[config.mk]
export PLATFORM = sky130hd
export DESIGN_NAME = writeback_arbiter_flat
export DESIGN_NICKNAME = d
export VERILOG_FILES = /design/src/rtl/writeback_arbiter_if.sv /design/src/rtl/writeback_arbiter.sv /design/src/flat_wrapper.sv
export SDC_FILE = /design/constraint.sdc
export NUM_CORES = 1
export LEC_CHECK = 0
export BUFFER_PORTS_ARGS = -buffer_cell sky130_fd_sc_hd__buf_2
export CORE_ASPECT_RATIO = 1.4
export CORE_UTILIZATION = 25
export CTS_BUF_LIST = sky130_fd_sc_hd__clkbuf_4 sky130_fd_sc_hd__clkbuf_8 sky130_fd_sc_hd__clkbuf_16
export CTS_CLUSTER_DIAMETER = 60
export DETAILED_ROUTE_END_ITERATION = 8
export GPL_ROUTABILITY_DRIVEN = 0
export PLACE_DENSITY = 0.41
export REMOVE_ABC_BUFFERS = 1
export SLEW_MARGIN = 20
export SYNTH_ARGS = -nofsm -noshare
export SYNTH_HDL_FRONTEND = slang
export SYNTH_SLANG_ARGS = --single-unit
export TNS_END_PERCENT = 50
[constraint.sdc]
create_clock -name clk -period 6.1 [get_ports clk]
set_clock_uncertainty 0.05 [all_clocks]
set_input_delay 0.305 -clock clk [delete_from_list [all_inputs] [get_ports clk]]
set_output_delay 0.305 -clock clk [all_outputs]
set_load 0.005 [all_outputs]
[src/rtl/writeback_arbiter_if.sv]
// Bundle of the four execution-pipe result ports, the flush strobe and the writeback bus.
// The arbiter uses the slave modport; the result producers / wake-up consumers use master.
interface writeback_arbiter_if;
    logic        snoop_hit;

    logic        alu_valid;
    logic        alu_ready;
    logic [3:0]  alu_dst_rob;
    logic [31:0] alu_value;

    logic        mul_valid;
    logic        mul_ready;
    logic [3:0]  mul_dst_rob;
    logic [31:0] mul_value;

    logic        mem_valid;
    logic        mem_ready;
    logic [3:0]  mem_dst_rob;
    logic [31:0] mem_value;
    logic        mem_lsmiss;

    logic        bru_valid;
    logic        bru_ready;
    logic [3:0]  bru_dst_rob;
    logic [31:0] bru_value;

    logic        wb_en;
    logic [3:0]  wb_dst_rob;
    logic [31:0] wb_value;
    logic        wb_lsmiss;
    logic [1:0]  wb_src;

    modport slave (
        input  snoop_hit,
        input  alu_valid, alu_dst_rob, alu_value,
        input  mul_valid, mul_dst_rob, mul_value,
        input  mem_valid, mem_dst_rob, mem_value, mem_lsmiss,
        input  bru_valid, bru_dst_rob, bru_value,
        output alu_ready, mul_ready, mem_ready, bru_ready,
        output wb_en, wb_dst_rob, wb_value, wb_lsmiss, wb_src
    );

    modport master (
        output snoop_hit,
        output alu_valid, alu_dst_rob, alu_value,
        output mul_valid, mul_dst_rob, mul_value,
        output mem_valid, mem_dst_rob, mem_value, mem_lsmiss,
        output bru_valid, bru_dst_rob, bru_value,
        input  alu_ready, mul_ready, mem_ready, bru_ready,
        input  wb_en, wb_dst_rob, wb_value, wb_lsmiss, wb_src
    );
endinterface

[src/rtl/writeback_arbiter.sv]
// Per-pipe result FIFOs (ALU/MUL/MEM/BRU) round-robin merged onto one registered writeback bus.
// Optional macro WRITEBACK_ARBITER_BYPASS_EN: when every FIFO is empty, an input skips its FIFO.
module writeback_arbiter #(
    parameter int FIFO_DEPTH = 2
) (
    input logic                clk,
    input logic                resetn,
    writeback_arbiter_if.slave bus
);
    localparam int PTR_W = $clog2(FIFO_DEPTH);
    localparam int CNT_W = $clog2(FIFO_DEPTH + 1);
    localparam int ENT_W = 37;

    logic [3:0]       in_valid;
    logic [ENT_W-1:0] in_ent [4];
    logic [3:0]       ready;
    logic [3:0]       not_empty;
    logic [ENT_W-1:0] head [4];
    logic [3:0]       push_en;
    logic [3:0]       pop_en;

    // Entry layout is {dst_rob, value, lsmiss}; only MEM can report a miss.
    assign in_valid  = {bus.bru_valid, bus.mem_valid, bus.mul_valid, bus.alu_valid};
    assign in_ent[0] = {bus.alu_dst_rob, bus.alu_value, 1'b0};
    assign in_ent[1] = {bus.mul_dst_rob, bus.mul_value, 1'b0};
    assign in_ent[2] = {bus.mem_dst_rob, bus.mem_value, bus.mem_lsmiss};
    assign in_ent[3] = {bus.bru_dst_rob, bus.bru_value, 1'b0};

    assign bus.alu_ready = ready[0];
    assign bus.mul_ready = ready[1];
    assign bus.mem_ready = ready[2];
    assign bus.bru_ready = ready[3];

    genvar gi;
    generate
        for (gi = 0; gi < 4; gi++) begin : g_fifo
            logic [ENT_W-1:0] mem_q [FIFO_DEPTH];
            logic [PTR_W-1:0] wr_ptr_q, wr_ptr_d;
            logic [PTR_W-1:0] rd_ptr_q, rd_ptr_d;
            logic [CNT_W-1:0] count_q, count_d;

            assign ready[gi]     = (count_q != CNT_W'(FIFO_DEPTH));
            assign not_empty[gi] = (count_q != '0);
            assign head[gi]      = mem_q[rd_ptr_q];

            always_comb begin
                wr_ptr_d = wr_ptr_q;
                rd_ptr_d = rd_ptr_q;
                count_d  = count_q;
                if (bus.snoop_hit) begin
                    wr_ptr_d = '0;
                    rd_ptr_d = '0;
                    count_d  = '0;
                end else begin
                    if (push_en[gi]) wr_ptr_d = wr_ptr_q + PTR_W'(1);
                    if (pop_en[gi])  rd_ptr_d = rd_ptr_q + PTR_W'(1);
                    count_d = count_q + CNT_W'(push_en[gi]) - CNT_W'(pop_en[gi]);
                end
            end

            always_ff @(posedge clk or negedge resetn) begin
                if (!resetn) begin
                    wr_ptr_q <= '0;
                    rd_ptr_q <= '0;
                    count_q  <= '0;
                end else begin
                    wr_ptr_q <= wr_ptr_d;
                    rd_ptr_q <= rd_ptr_d;
                    count_q  <= count_d;
                end
            end

            always_ff @(posedge clk) begin
                if (push_en[gi]) mem_q[wr_ptr_q] <= in_ent[gi];
            end
        end
    endgenerate

    logic [1:0]       rr_ptr_q, rr_ptr_d;
    logic             wb_en_q, wb_en_d;
    logic [3:0]       wb_dst_rob_q, wb_dst_rob_d;
    logic [31:0]      wb_value_q, wb_value_d;
    logic             wb_lsmiss_q, wb_lsmiss_d;
    logic [1:0]       wb_src_q, wb_src_d;

    logic             byp_sel;
    logic [3:0]       cand;
    logic             grant_vld;
    logic [1:0]       grant_idx;
    logic [1:0]       scan_idx;
    logic             commit;
    logic [ENT_W-1:0] grant_ent;

    always_comb begin
`ifdef WRITEBACK_ARBITER_BYPASS_EN
        byp_sel = (not_empty == 4'b0);
`else
        byp_sel = 1'b0;
`endif
        // While bypassing, the live inputs compete instead of the FIFO heads.
        cand      = byp_sel ? in_valid : not_empty;
        grant_vld = 1'b0;
        grant_idx = rr_ptr_q;
        scan_idx  = rr_ptr_q;
        for (int k = 0; k < 4; k++) begin
            scan_idx = rr_ptr_q + 2'(k);
            if (!grant_vld && cand[scan_idx]) begin
                grant_vld = 1'b1;
                grant_idx = scan_idx;
            end
        end

        commit = grant_vld & ~bus.snoop_hit;
        pop_en = 4'b0;
        if (commit && !byp_sel) pop_en[grant_idx] = 1'b1;
        push_en = in_valid & ready & {4{~bus.snoop_hit}};
        if (commit && byp_sel) push_en[grant_idx] = 1'b0;
        grant_ent = byp_sel ? in_ent[grant_idx] : head[grant_idx];
    end

    always_comb begin
        rr_ptr_d     = rr_ptr_q;
        wb_en_d      = 1'b0;
        wb_dst_rob_d = wb_dst_rob_q;
        wb_value_d   = wb_value_q;
        wb_lsmiss_d  = wb_lsmiss_q;
        wb_src_d     = wb_src_q;
        if (bus.snoop_hit) begin
            rr_ptr_d = 2'd0;
        end else if (grant_vld) begin
            rr_ptr_d     = grant_idx + 2'd1;
            wb_en_d      = 1'b1;
            wb_dst_rob_d = grant_ent[36:33];
            wb_value_d   = grant_ent[32:1];
            wb_lsmiss_d  = grant_ent[0];
            wb_src_d     = grant_idx;
        end
    end

    always_ff @(posedge clk or negedge resetn) begin
        if (!resetn) begin
            rr_ptr_q     <= 2'd0;
            wb_en_q      <= 1'b0;
            wb_dst_rob_q <= 4'd0;
            wb_value_q   <= 32'd0;
            wb_lsmiss_q  <= 1'b0;
            wb_src_q     <= 2'd0;
        end else begin
            rr_ptr_q     <= rr_ptr_d;
            wb_en_q      <= wb_en_d;
            wb_dst_rob_q <= wb_dst_rob_d;
            wb_value_q   <= wb_value_d;
            wb_lsmiss_q  <= wb_lsmiss_d;
            wb_src_q     <= wb_src_d;
        end
    end

    assign bus.wb_en      = wb_en_q;
    assign bus.wb_dst_rob = wb_dst_rob_q;
    assign bus.wb_value   = wb_value_q;
    assign bus.wb_lsmiss  = wb_lsmiss_q;
    assign bus.wb_src     = wb_src_q;
endmodule

[src/flat_wrapper.sv]
// flat-port wrapper written by rule: the top's interface ports become plain ports
module writeback_arbiter_flat 
#(
    parameter int FIFO_DEPTH = 2
)
  (clk, resetn, bus_snoop_hit, bus_alu_valid, bus_alu_dst_rob, bus_alu_value, bus_mul_valid, bus_mul_dst_rob, bus_mul_value, bus_mem_valid, bus_mem_dst_rob, bus_mem_value, bus_mem_lsmiss, bus_bru_valid, bus_bru_dst_rob, bus_bru_value, bus_alu_ready, bus_mul_ready, bus_mem_ready, bus_bru_ready, bus_wb_en, bus_wb_dst_rob, bus_wb_value, bus_wb_lsmiss, bus_wb_src);
  writeback_arbiter_if bus_i ();
  input logic clk;
  input logic resetn;
  input wire logic [$bits(bus_i.snoop_hit)-1:0] bus_snoop_hit;
  input wire logic [$bits(bus_i.alu_valid)-1:0] bus_alu_valid;
  input wire logic [$bits(bus_i.alu_dst_rob)-1:0] bus_alu_dst_rob;
  input wire logic [$bits(bus_i.alu_value)-1:0] bus_alu_value;
  input wire logic [$bits(bus_i.mul_valid)-1:0] bus_mul_valid;
  input wire logic [$bits(bus_i.mul_dst_rob)-1:0] bus_mul_dst_rob;
  input wire logic [$bits(bus_i.mul_value)-1:0] bus_mul_value;
  input wire logic [$bits(bus_i.mem_valid)-1:0] bus_mem_valid;
  input wire logic [$bits(bus_i.mem_dst_rob)-1:0] bus_mem_dst_rob;
  input wire logic [$bits(bus_i.mem_value)-1:0] bus_mem_value;
  input wire logic [$bits(bus_i.mem_lsmiss)-1:0] bus_mem_lsmiss;
  input wire logic [$bits(bus_i.bru_valid)-1:0] bus_bru_valid;
  input wire logic [$bits(bus_i.bru_dst_rob)-1:0] bus_bru_dst_rob;
  input wire logic [$bits(bus_i.bru_value)-1:0] bus_bru_value;
  output wire logic [$bits(bus_i.alu_ready)-1:0] bus_alu_ready;
  output wire logic [$bits(bus_i.mul_ready)-1:0] bus_mul_ready;
  output wire logic [$bits(bus_i.mem_ready)-1:0] bus_mem_ready;
  output wire logic [$bits(bus_i.bru_ready)-1:0] bus_bru_ready;
  output wire logic [$bits(bus_i.wb_en)-1:0] bus_wb_en;
  output wire logic [$bits(bus_i.wb_dst_rob)-1:0] bus_wb_dst_rob;
  output wire logic [$bits(bus_i.wb_value)-1:0] bus_wb_value;
  output wire logic [$bits(bus_i.wb_lsmiss)-1:0] bus_wb_lsmiss;
  output wire logic [$bits(bus_i.wb_src)-1:0] bus_wb_src;
  assign bus_i.snoop_hit = bus_snoop_hit;
  assign bus_i.alu_valid = bus_alu_valid;
  assign bus_i.alu_dst_rob = bus_alu_dst_rob;
  assign bus_i.alu_value = bus_alu_value;
  assign bus_i.mul_valid = bus_mul_valid;
  assign bus_i.mul_dst_rob = bus_mul_dst_rob;
  assign bus_i.mul_value = bus_mul_value;
  assign bus_i.mem_valid = bus_mem_valid;
  assign bus_i.mem_dst_rob = bus_mem_dst_rob;
  assign bus_i.mem_value = bus_mem_value;
  assign bus_i.mem_lsmiss = bus_mem_lsmiss;
  assign bus_i.bru_valid = bus_bru_valid;
  assign bus_i.bru_dst_rob = bus_bru_dst_rob;
  assign bus_i.bru_value = bus_bru_value;
  assign bus_alu_ready = bus_i.alu_ready;
  assign bus_mul_ready = bus_i.mul_ready;
  assign bus_mem_ready = bus_i.mem_ready;
  assign bus_bru_ready = bus_i.bru_ready;
  assign bus_wb_en = bus_i.wb_en;
  assign bus_wb_dst_rob = bus_i.wb_dst_rob;
  assign bus_wb_value = bus_i.wb_value;
  assign bus_wb_lsmiss = bus_i.wb_lsmiss;
  assign bus_wb_src = bus_i.wb_src;
  writeback_arbiter #(.FIFO_DEPTH(FIFO_DEPTH)) u_core (.clk(clk), .resetn(resetn), .bus(bus_i));
endmodule
-- After elaboration in Yosys (flattened, before gate mapping)
Memories as Yosys holds them, arrays and structs flattened.
Index checks and enable logic that the tools add are counted.
- register bits: 58
- memory bits (writable): 290
- input port bits: 152
- output and inout port bits: 44
- word-level logic and storage cells: 132
- memories: 4
- memories (name ; depth ; bits a word ; rd ports ; clocked after Yosys merged registers in ; wr ports ; RTL line ; source):
    u_core.g_fifo[2].mem_q ; 2 ; 37 ; 1 ; 0 ; 1 ; writeback_arbiter.sv:37 ; logic [ENT_W-1:0] mem_q [FIFO_DEPTH];
    u_core.g_fifo[0].mem_q ; 2 ; 36 ; 1 ; 0 ; 1 ; writeback_arbiter.sv:37 ;
    u_core.g_fifo[1].mem_q ; 2 ; 36 ; 1 ; 0 ; 1 ; writeback_arbiter.sv:37 ;
    u_core.g_fifo[3].mem_q ; 2 ; 36 ; 1 ; 0 ; 1 ; writeback_arbiter.sv:37 ;
- add/subtract/negate cells: 20
- magnitude comparators: 7
- eq/ne operators: 4
- multiplexer cells: 53
- bitwise logic cells: 5
- reduce and logical (&&, ||, !) cells: 21
- operator list (kind ; number):
    binary-select mux 37 bit (select 2 bit) ; 1
    two-way mux 37 bit ; 2
    two-way mux 1 bit ; 35
    nonzero test 2 bit ; 13
    two-way mux 2 bit ; 9
    less-than comparator 2 x 3 -> 1 bit, second input constant ; 5
    adder 1 bit, second input constant ; 8
    adder 2 x 1 -> 2 bit ; 4
    bitwise AND 4 bit ; 2
    binary-select mux 1 bit (select 2 bit) ; 4
    inequality test 2 bit, second input constant ; 4
    subtractor 2 x 1 -> 2 bit ; 4
    adder 2 x 1 -> 2 bit, second input constant ; 2
    adder 2 bit, second input constant ; 2
    logical AND 1 bit ; 4
    two-way mux 4 bit ; 1
    >= comparator 3 bit, second input constant ; 1
    logical NOT 1 bit ; 3
    NOT 2 -> 3 bit ; 1
    demux 1 bit (select 2 bit) ; 1
    >= comparator 2 x 1 -> 1 bit, second input constant ; 1
    AND reduction 2 bit ; 1
    bitwise AND 1 bit ; 1
    NOT 1 bit ; 1

-- Longest topological paths before layout
Gate-level depths: netlist (run 1).
- depth in word-level cells: 20
- gate-level depth with buffers: 14
- depth with buffers taken out: 11

-- Worst setup path before layout (run 1)
Ideal clock, no wire load.
- path type: flip-flop to flip-flop
- start: reg u_core.g_fifo[2].count_q[1]
- end: mem u_core.g_fifo[2].mem_q[0][0] (enable)
- library setup time: 0.431 ns
- arrival: 2.593 ns
- required time: 5.619 ns
- slack: 3.026 ns
- stages on the path, launching flop included: 6
- path buffers: 1
- clock period less this slack: 3.074 ns
- cells stage by stage: dfrtp_1 > buf_6 > or2b_1 > nand2_1 > or2_2 > nor2_1
- cells in the longest elaborated chain, start to end: 5
- ends and longest elaborated chain (element ; RTL line ; source):
    from (decl) ; writeback_arbiter.sv:40 ; logic [CNT_W-1:0] count_q, count_d;
    from (signal assigned) ; writeback_arbiter.sv:69 ; count_q <= count_d;
    inequality test 2 bit ; writeback_arbiter.sv:42 ; assign ready[gi] = (count_q != CNT_W'(FIFO_DEPTH));
    net bus_mem_ready ; flat_wrapper.sv:26 ; output wire logic [$bits(bus_i.mem_ready)-1:0] bus_mem_ready;
    bitwise AND 4 bit (2 in series) ; writeback_arbiter.sv:116 ; push_en = in_valid & ready & {4{~bus.snoop_hit}};
    two-way mux 1 bit ; writeback_arbiter.sv:74 ; if (push_en[gi]) mem_q[wr_ptr_q] <= in_ent[gi];
    two-way mux 1 bit (implied by the code) ; writeback_arbiter.sv:74 ;
    to (decl) ; writeback_arbiter.sv:37 ;
The timed path passes the listed nets, and every way through them passes these cells.

-- Final worst setup path (run 1)
- start: reg u_core.g_fifo[2].count_q[1]
- end: reg u_core.g_fifo[3].count_q[1]
- cells in the longest elaborated chain, start to end: 20
- elaborated cells on any way between the ends: 31
- classes of those cells: add/sub: 1; order compare: 2; mux: 19; bitwise: 1; reduce/logical: 8
- ends and longest elaborated chain (element ; RTL line ; source):
    nonzero test 2 bit (*) ; writeback_arbiter.sv:43 ; assign not_empty[gi] = (count_q != '0);
    binary-select mux 1 bit (select 2 bit) ; writeback_arbiter.sv:107 ; if (!grant_vld && cand[scan_idx]) begin
    two-way mux 1 bit (implied by the code) ; writeback_arbiter.sv:107 ;
    two-way mux 1 bit ; writeback_arbiter.sv:107 ;
    logical NOT 1 bit ; writeback_arbiter.sv:107 ;
    logical AND 1 bit ; writeback_arbiter.sv:107 ;
    two-way mux 1 bit ; writeback_arbiter.sv:107 ;
    logical NOT 1 bit ; writeback_arbiter.sv:107 ;
    [5 not listed] ; n/a ;
    less-than comparator 2 x 3 -> 1 bit (implied by the code) / >= comparator 2 x 1 -> 1 bit (equally long branches) ; writeback_arbiter.sv:115 ; if (commit && !byp_sel) pop_en[grant_idx] = 1'b1;
    logical AND 1 bit (implied by the code) ; writeback_arbiter.sv:115 ;
    two-way mux 1 bit (implied by the code) ; writeback_arbiter.sv:115 ;
    demux 1 bit (select 2 bit) ; n/a ;
    two-way mux 4 bit (*) ; writeback_arbiter.sv:115 ;
    subtractor 2 x 1 -> 2 bit (*) ; writeback_arbiter.sv:57 ; count_d = count_q + CNT_W'(push_en[gi]) - CNT_W'(pop_en[gi]);
    two-way mux 2 bit (*) ; writeback_arbiter.sv:50 ; if (bus.snoop_hit) begin
    net u_core.g_fifo[3].count_d[1] ; writeback_arbiter.sv:40 ;
    to (signal assigned) ; writeback_arbiter.sv:69 ;
    to (decl) ; writeback_arbiter.sv:40 ;
Mark *: on every way through the listed nets, which the timed path passes. The rest lies on a longest branch. The select of a mux whose other input is x is not followed.
A chain may end at the register's enable or synchronous reset.

==> results of run 1 <==
==> metrics by stage <==
stage	hold slack [ps]	setup WS [ps]	utilization, %	total power [uW]	cell area, um2
2_1_floorplan	-40.6	2030	-	4570	13600
5_1_grt	70.9	2800	33.5	8530	18500
3_5_place_dp	444	3010	28.5	5770	15700
3_3_place_gp	442	2990	28.5	5740	15700
4_1_cts	44.8	3000	33.5	8270	18500
6_report	70.0	2970	33.5	8100	18500
==> power groups by stage <==
stage	clock network [uW]	logic, uW	registers, uW
2_1_floorplan	0	1340	3230
3_3_place_gp	0	2520	3230
3_5_place_dp	0	2540	3230
4_1_cts	2470	2620	3180
5_1_grt	2540	2790	3210
6_report	2380	2550	3170
==> worst max-delay path: cells and delay by family (launching register included) <==
family | cells | cell delay (ps)
xor gates and xnor gates | 2 | 300
DFF | 1 | 470
and+or+nand+nor | 5 | 1100
adders and majority gates | 2 | 440
AOI/OAI and AO/OA | 1 | 570
buffers and inverters | 1 | 60
==> cells in the final DEF, fill, tap and decap left out, types with 4 or more instances in the layout <==
cell type | Yosys | final
edfxtp_1 | 290 | 290
buf_2 | 16 | 195
dlygate4sd3_1 | 0 | 146
mux2i_1 | 110 | 110
a221oi_1 | 72 | 72
dfrtp_1 | 58 | 53
clkbuf_16 | 0 | 41
nor2b_1 | 40 | 40
o221ai_1 | 36 | 36
o22a_1 | 36 | 36
buf_4 | 2 | 19
nor2_1 | 24 | 15
nor2_4 | 2 | 11
inv_1 | 9 | 9
nand2_1 | 8 | 8
xnor2_1 | 8 | 8
ha_1 | 8 | 8
clkbuf_4 | 0 | 8
or2_2 | 7 | 7
a21oi_1 | 6 | 6
clkinv_2 | 0 | 6
xor2_1 | 5 | 5
clkinv_1 | 0 | 5
dfrtp_2 | 0 | 5
nand2b_1 | 4 | 4
or4_1 | 4 | 4
o21ai_0 | 4 | 4
bufinv_16 | 0 | 4
==> sequential cells by signal, indices dropped and copies added, names as in the netlist <==
name	count
u_core.g_fifo.wr_ptr_q	4
u_core.g_fifo.rd_ptr_q	4
u_core.g_fifo.mem_q	290
u_core.g_fifo.count_q	8
u_core.bus.wb_lsmiss	1
u_core.bus.wb_src	2
u_core.bus.wb_dst_rob	4
u_core.bus.wb_value	32
u_core.bus.wb_en	1
u_core.rr_ptr_q	2
==> timing repair <==
action,CTS,global route
endpoints found under the hold margin,348,0
setup endpoints to repair,0,0
hold buffers,146,0
==> area by class of cell <==
type / instances / area share (%)
clock buffers: 50 / 5.95
clock inverters: 18 / 1.06
inverters: 10 / 0.217
multi-input cells: 403 / 18.8
flip-flops and latches: 348 / 55.0
well taps: 728 / 4.93
repair buffers: 360 / 14.0
==> cell families after synthesis <==
group	count (synthesis)	share of synthesized area, %
AOI/OAI and AO/OA	174	10.8
xor gates and xnor gates	13	0.817
adders and majority gates	8	0.718
buffers and inverters	72	2.69
DFF	348	72.9
muxes	111	7.98
and+or+nand+nor	97	4.03
==> per-layer routing <==
metal | global-route usage, % | vias up | wire length [um]
met5 | 0 | - | 13
met4 | 5.07 | 2 | 1190
met3 | 2.11 | 59 | 1490
met2 | 23.5 | 197 | 19500
met1 | 19.6 | 4300 | 18800
li1 | - | 4002 | -
==> how the worst max path moves through the flow <==
stage	startpoint	endpoint	slack, ps
after CTS	u_core.g_fifo[2].count_q[1]	u_core.g_fifo[3].count_q[1]	3000
after floorplan	u_core.g_fifo[3].count_q[1]	u_core.g_fifo[3].count_q[1]	2030
final	u_core.g_fifo[2].count_q[1]	u_core.g_fifo[3].count_q[1]	2970
after detailed placement	u_core.g_fifo[2].count_q[1]	u_core.g_fifo[3].count_q[1]	3010
after global routing	u_core.g_fifo[2].count_q[1]	u_core.g_fifo[3].count_q[1]	2800
after global placement	u_core.g_fifo[2].count_q[1]	u_core.g_fifo[3].count_q[1]	2990
==> run metrics, run 1 <==
overflow left after global routing 0; buffer cell driving the clock tree root clkbuf_16; pin count of the biggest net entering global routing 75; outcome finished, final reports clean; number of antenna cells inserted 0; # clock sinks 348; Inst Count DP 1,703; Gate power share 31.5%; post-detailed-route wirelength per cell 21.4 um; first-pass detailed-route iteration total 4; worst vdd rail ir drop 0.223 mV; total CTS buffers 38; Worst Hold Class input pin to register; Synthesis Warnings 0; endpoint type of the worst setup path register; Setup CP Type register to register; Worst setup SP type register; FFs w/ async S/R, synth 16.7%; data required time of the worst path 6450 ps; power per standard cell area 439 nW/um2; Layout Nets 1,321; count of cells along the worst hold path 4; std cell rows 102; number of cells traversed by the worst register-to-register path 11; core area 55,100 um2; highest net fanout along the worst path 16; sequential power share 39.2%; Area Overhead vs Synth 32.6%; post-layout min period 3130 ps; worst-case hold path end point u_core.g_fifo[3].wr_ptr_q; DIE WIDTH 202 um; number of filler cells placed in the layout 5,468; Slew Limit Fails 0; Detailed Route Iter0 Violations 452; most common cell in the netlist edfxtp_1; Seq/Total Area, Yosys 72.9%; total half-perimeter wirelength after legalization and detailed placement 27.0 mm; global-route wire length before repair 60.2 mm; slowest stage cell, crit path or4_4; standby leakage power 0.00651 uW; Worst Tran Pin Value 1090 ps; Initial Util 25.3%; clock insertion delay at the later pin of the skew report 530 ps; cell area after synthesis 13,900 um2; total via count after detailed routing 8,560; worst slew margin relative to its limit 27.0%; Total Die Area 56,700 um2; register-to-register setup slack 2970 ps; hold path start bus_bru_valid; PortBufs 195; Tot GR Track Use 14.4%; ratio of final minimum period to clock period 51.2%; via count normalized by instance count 4.47; fraction of final layout cells with drive strength greater than 1 26.3%; number of buffers inserted to repair setup after CTS 0; library cells used by synthesis 49; prevailing post-synth register cell edfxtp_1; post-synthesis cell type with the largest combined area edfxtp_1; Setup TNS Final 0 ps; internal portion of total power 5320 uW; y dimension of the die 281 um; origin of the critical flop-to-flop path u_core.g_fifo[2].count_q[1]; largest buffer count on any clock path 3; CP dominant cell by count nor2_1; number of gates resized after CTS 0; flops & latches, synth 348; antenna violations before repair 1; TritonCTS clock tree yes; setup repair after global routing missed its margin no; sw frac 34.3%; H-tree depth 2; Avg Synthesized Cell Area 16.9 um2; endpoints failing hold 0; synthesized netlist cell count 823; number of design rule violations left after detail routing 0; Max Cap Viol 0; ranking of synthesized cells by area edfxtp_1 63%, dfrtp_1 10%, mux2i_1 7.9%; switching pwr 2780 uW; Clk network pwr share 29.4%; data arrival time of the worst path 3470 ps; ports placed on the boundary 196; EDFF count, synth 290; chain of cells forming the critical path or4_4 > nor2_1 > o211a_1 > or2_2 > nor2_1 > ha_1 > inv_1 > ha_1 > xor2_1 > xnor2_1 > nor2_1; maximum frequency from static timing analysis 0.320 GHz; non-filler instance count after layout 1,917; Yosys top cell area share 62.5%; Worst R2R End u_core.g_fifo[3].count_q[1]; Detailed Route WL 41.0 mm; most used standard cells in the synthesized netlist 290 x edfxtp_1, 110 x mux2i_1, 72 x a221oi_1; number of global-route vias before repair 8,890; final setup violating endpoints 0; worst stage delay on the critical path 650 ps; sequential cell area in the final layout 10,200 um2; area taken by multi-input logic gates 3480 um2; post-detailed-route count of antenna-violating nets 0; clock transition at the register clock pins on the worst setup and hold paths after CTS 60 ps
(Power assumes the default switching activity.)
==> run 2, diff against run 1 <==
--- a/config.mk
+++ b/config.mk
@@ -5,6 +5,7 @@
 export SDC_FILE = /design/constraint.sdc
 export NUM_CORES = 1
 export LEC_CHECK = 0
+export ABC_AREA = 1
 export BUFFER_PORTS_ARGS = -buffer_cell sky130_fd_sc_hd__buf_2
 export CORE_ASPECT_RATIO = 1.4
 export CORE_UTILIZATION = 25
@@ -12,7 +13,7 @@
 export CTS_CLUSTER_DIAMETER = 60
 export DETAILED_ROUTE_END_ITERATION = 8
 export GPL_ROUTABILITY_DRIVEN = 0
-export PLACE_DENSITY = 0.41
+export PLACE_DENSITY = 0.42
 export REMOVE_ABC_BUFFERS = 1
 export SLEW_MARGIN = 20
 export SYNTH_ARGS = -nofsm -noshare
==> constraint.sdc (replaced) <==
create_clock -name clk -period 2.85 [get_ports clk]
set_clock_uncertainty 0.05 [all_clocks]
set_input_delay 0.1425 -clock clk [delete_from_list [all_inputs] [get_ports clk]]
set_output_delay 0.1425 -clock clk [all_outputs]
set_load 0.005 [all_outputs]
==> run 2 against run 1 <==
First-iteration DRC count grew 49%; sequential cell count is the same; setup slack lost 2800 ps; fmax rose by 17%.
==> run metrics, run 2 <==
TritonCTS clock tree yes; worst slew margin relative to its limit 52.2%; overall power consumption 22,100 uW; Initial Util 25.3%; EDFF count, synth 290; buffer cell driving the clock tree root clkbuf_16; Worst Hold Class input pin to async pin; most used standard cells in the synthesized netlist 576 x nand2_1, 290 x edfxtp_1, 162 x nand3_1; Avg Synthesized Cell Area 11.2 um2; endpoints failing hold 0; Total Die Area 60,500 um2; Worst setup SP type register; Setup CP Type register to register; post-placement setup slack -36.5 ps; FFs w/ async S/R, synth 16.7%; flops & latches, synth 348; library cells used by synthesis 31; number of design rule violations left after detail routing 0; ports placed on the boundary 196; Area Overhead vs Synth 32.6%; largest buffer count on any clock path 3; total via count after detailed routing 10,700; clock transition at the register clock pins on the worst setup and hold paths after CTS 60 ps; Layout Nets 1,832; standby leakage power 0.00833 uW; outcome finished, final reports clean; sequential cell area in the final layout 10,200 um2; post-detailed-route wirelength per cell 19.1 um; global-route wire length before repair 70.2 mm; CP dominant cell by count nand2_1; post-synthesis cell type with the largest combined area edfxtp_1; Tot GR Track Use 15.5%; register containing the most flip-flops in the final layout u_core.g_fifo.mem_q; worst vdd rail ir drop 1.13 mV; most common cell in the netlist nand2_1; clock insertion delay at the later pin of the skew report 540 ps; H-tree depth 2; fraction of final layout cells with drive strength greater than 1 23.4%; power per standard cell area 1120 nW/um2; cell area after synthesis 14,900 um2; leading cell type in the layout, fill and taps excluded nand2_1; synthesized netlist cell count 1,323; final setup violating endpoints 0; Buf+Inv Stages, Crit Path 3; dominant delay contributor by cell family on the critical path simple AND/OR/NAND/NOR gates; core area 58,700 um2; via count normalized by instance count 4.39; post-detailed-route count of antenna-violating nets 0; number of global-route vias before repair 11,100; ranking of synthesized cells by area edfxtp_1 59%, nand2_1 15%, dfrtp_1 9.8%; worst stage delay on the critical path 410 ps; total half-perimeter wirelength after legalization and detailed placement 28.5 mm; data required time of the worst path 3220 ps; endpoint type of the worst setup path register; std cell rows 105; flip-flop count of the largest register after layout 290; PortBufs 195; total CTS buffers 40; chain of cells forming the critical path nor2_2 > nand2_1 > nand2_1 > nand2_1 > nand2_2 > nand3_1 > inv_1 > nand2_1 > nand3_1 > nand2_2 > nand3_1 > inv_1 > ha_1 > inv_1 > ha_1 > xor2_1 > nor2_1; pin count of the biggest net entering global routing 73; # clock sinks 348; Slew Limit Fails 0; Max Cap Viol 0; number of antenna cells inserted 0; highest net fanout along the worst path 6; y dimension of the die 291 um; ratio of final minimum period to clock period 94.1%; Detailed Route WL 46.8 mm; Worst Tran Pin Value 716 ps; Yosys top cell area share 58.5%; antenna violations before repair 2; Synthesis Warnings 0; first-pass detailed-route iteration total 7; Seq/Total Area, Yosys 68.3%; area taken by multi-input logic gates 4350 um2; slack of the critical path 169 ps; Detailed Route Iter0 Violations 673; maximum frequency from static timing analysis 0.373 GHz; number of filler cells placed in the layout 5,922; leading cell types in the layout, fill and taps excluded 574 x nand2_1, 290 x edfxtp_1, 195 x buf_2, 162 x nand3_1, 151 x dlygate4sd3_1; post-layout min period 2680 ps; prevailing post-synth register cell edfxtp_1; final standard cell utilization of the core 33.6%; overflow left after global routing 0; DIE WIDTH 208 um; slowest stage cell, crit path dfrtp_1; data arrival time of the worst path 3050 ps
## run 2: cell count changes after synthesis, moves of 40 or more
cell      before  now
nand3_1        0  162
a221oi_1      72    0
mux2_2         1   73
nand2_1        8  576
mux2i_1      110    0
nor2b_1       40    0
## run 2: per-layer routing
layer  track usage [%]  vias up  share of wire [%]
met5                 0        -              0.047
met4              4.86        4                2.6
met3              2.27       71                4.1
met2              27.2      260                 50
met1              19.4     5193                 44
li1                  -     5203                  -
## run 2: repair_timing
item                                    CTS  global route
hold buffers                            151             0
pin swaps                                 0             2
endpoints found under the hold margin   329             0
buffers inserted                          0             5
resized for setup                         1             7
endpoints found under the setup margin    3            18
## run 2: cells by family after synthesis
family / count (synthesis) / synth area share (%)
flops: 348 / 68.3
compound gates: 10 / 0.421
mux: 73 / 5.53
buf+inv: 98 / 3.08
fa+ha+maj: 8 / 0.673
simple gates: 778 / 21.5
xor+xnor: 8 / 0.471
## run 2: final timing paths
path                                             start                             to  slack (ps)  cells past startpoint
min                                             resetn        u_core.bus.wb_value[25]         160                      2
max                        u_core.g_fifo[2].count_q[1]    u_core.g_fifo[1].count_q[1]         170                     17
min in group clk                     bus_alu_value[12]  u_core.g_fifo[0].mem_q[1][12]         270                      2
min reg2reg                    u_core.bus.wb_value[27]        u_core.bus.wb_value[27]         430                      2
max in group asynchronous                       resetn        u_core.bus.wb_value[19]        1920                      3
max reg2reg                u_core.g_fifo[2].count_q[1]    u_core.g_fifo[1].count_q[1]         170                     17
## run 2: through the flow
| stage | cells | instance area, um2 | hold WS, ps | TNS, ps |
|---|---|---|---|---|
| detailed placement | 2223 | 16900 | 182 | -41.9 |
| global placement | 2223 | 16900 | 179 | 0 |
| CTS | 2442 | 19700 | 136 | 0 |
| floorplan | 1253 | 14500 | -203 | -5360 |
| global route | 2447 | 19700 | 222 | -3.94 |
| finish | 2447 | 19700 | 164 | 0 |
## run 2: power breakdown
part,switching (uW),leakage (uW),internal (uW),total (uW)
Sequential,418,0.00340,6240,6660
Clock,2050,0.000602,2790,4840
Combinational,7120,0.00434,3440,10600
Total,9590,0.00833,12500,22100
## run 2: layout make-up
cell class	instances	share of cell area, %
Multi-Input combinational cell	877	22.1
Sequential cell	348	51.5
Inverter	28	0.558
Clock buffer	49	5.51
Timing Repair Buffer	377	14.9
Tap cell	749	4.75
Clock inverter	19	0.660
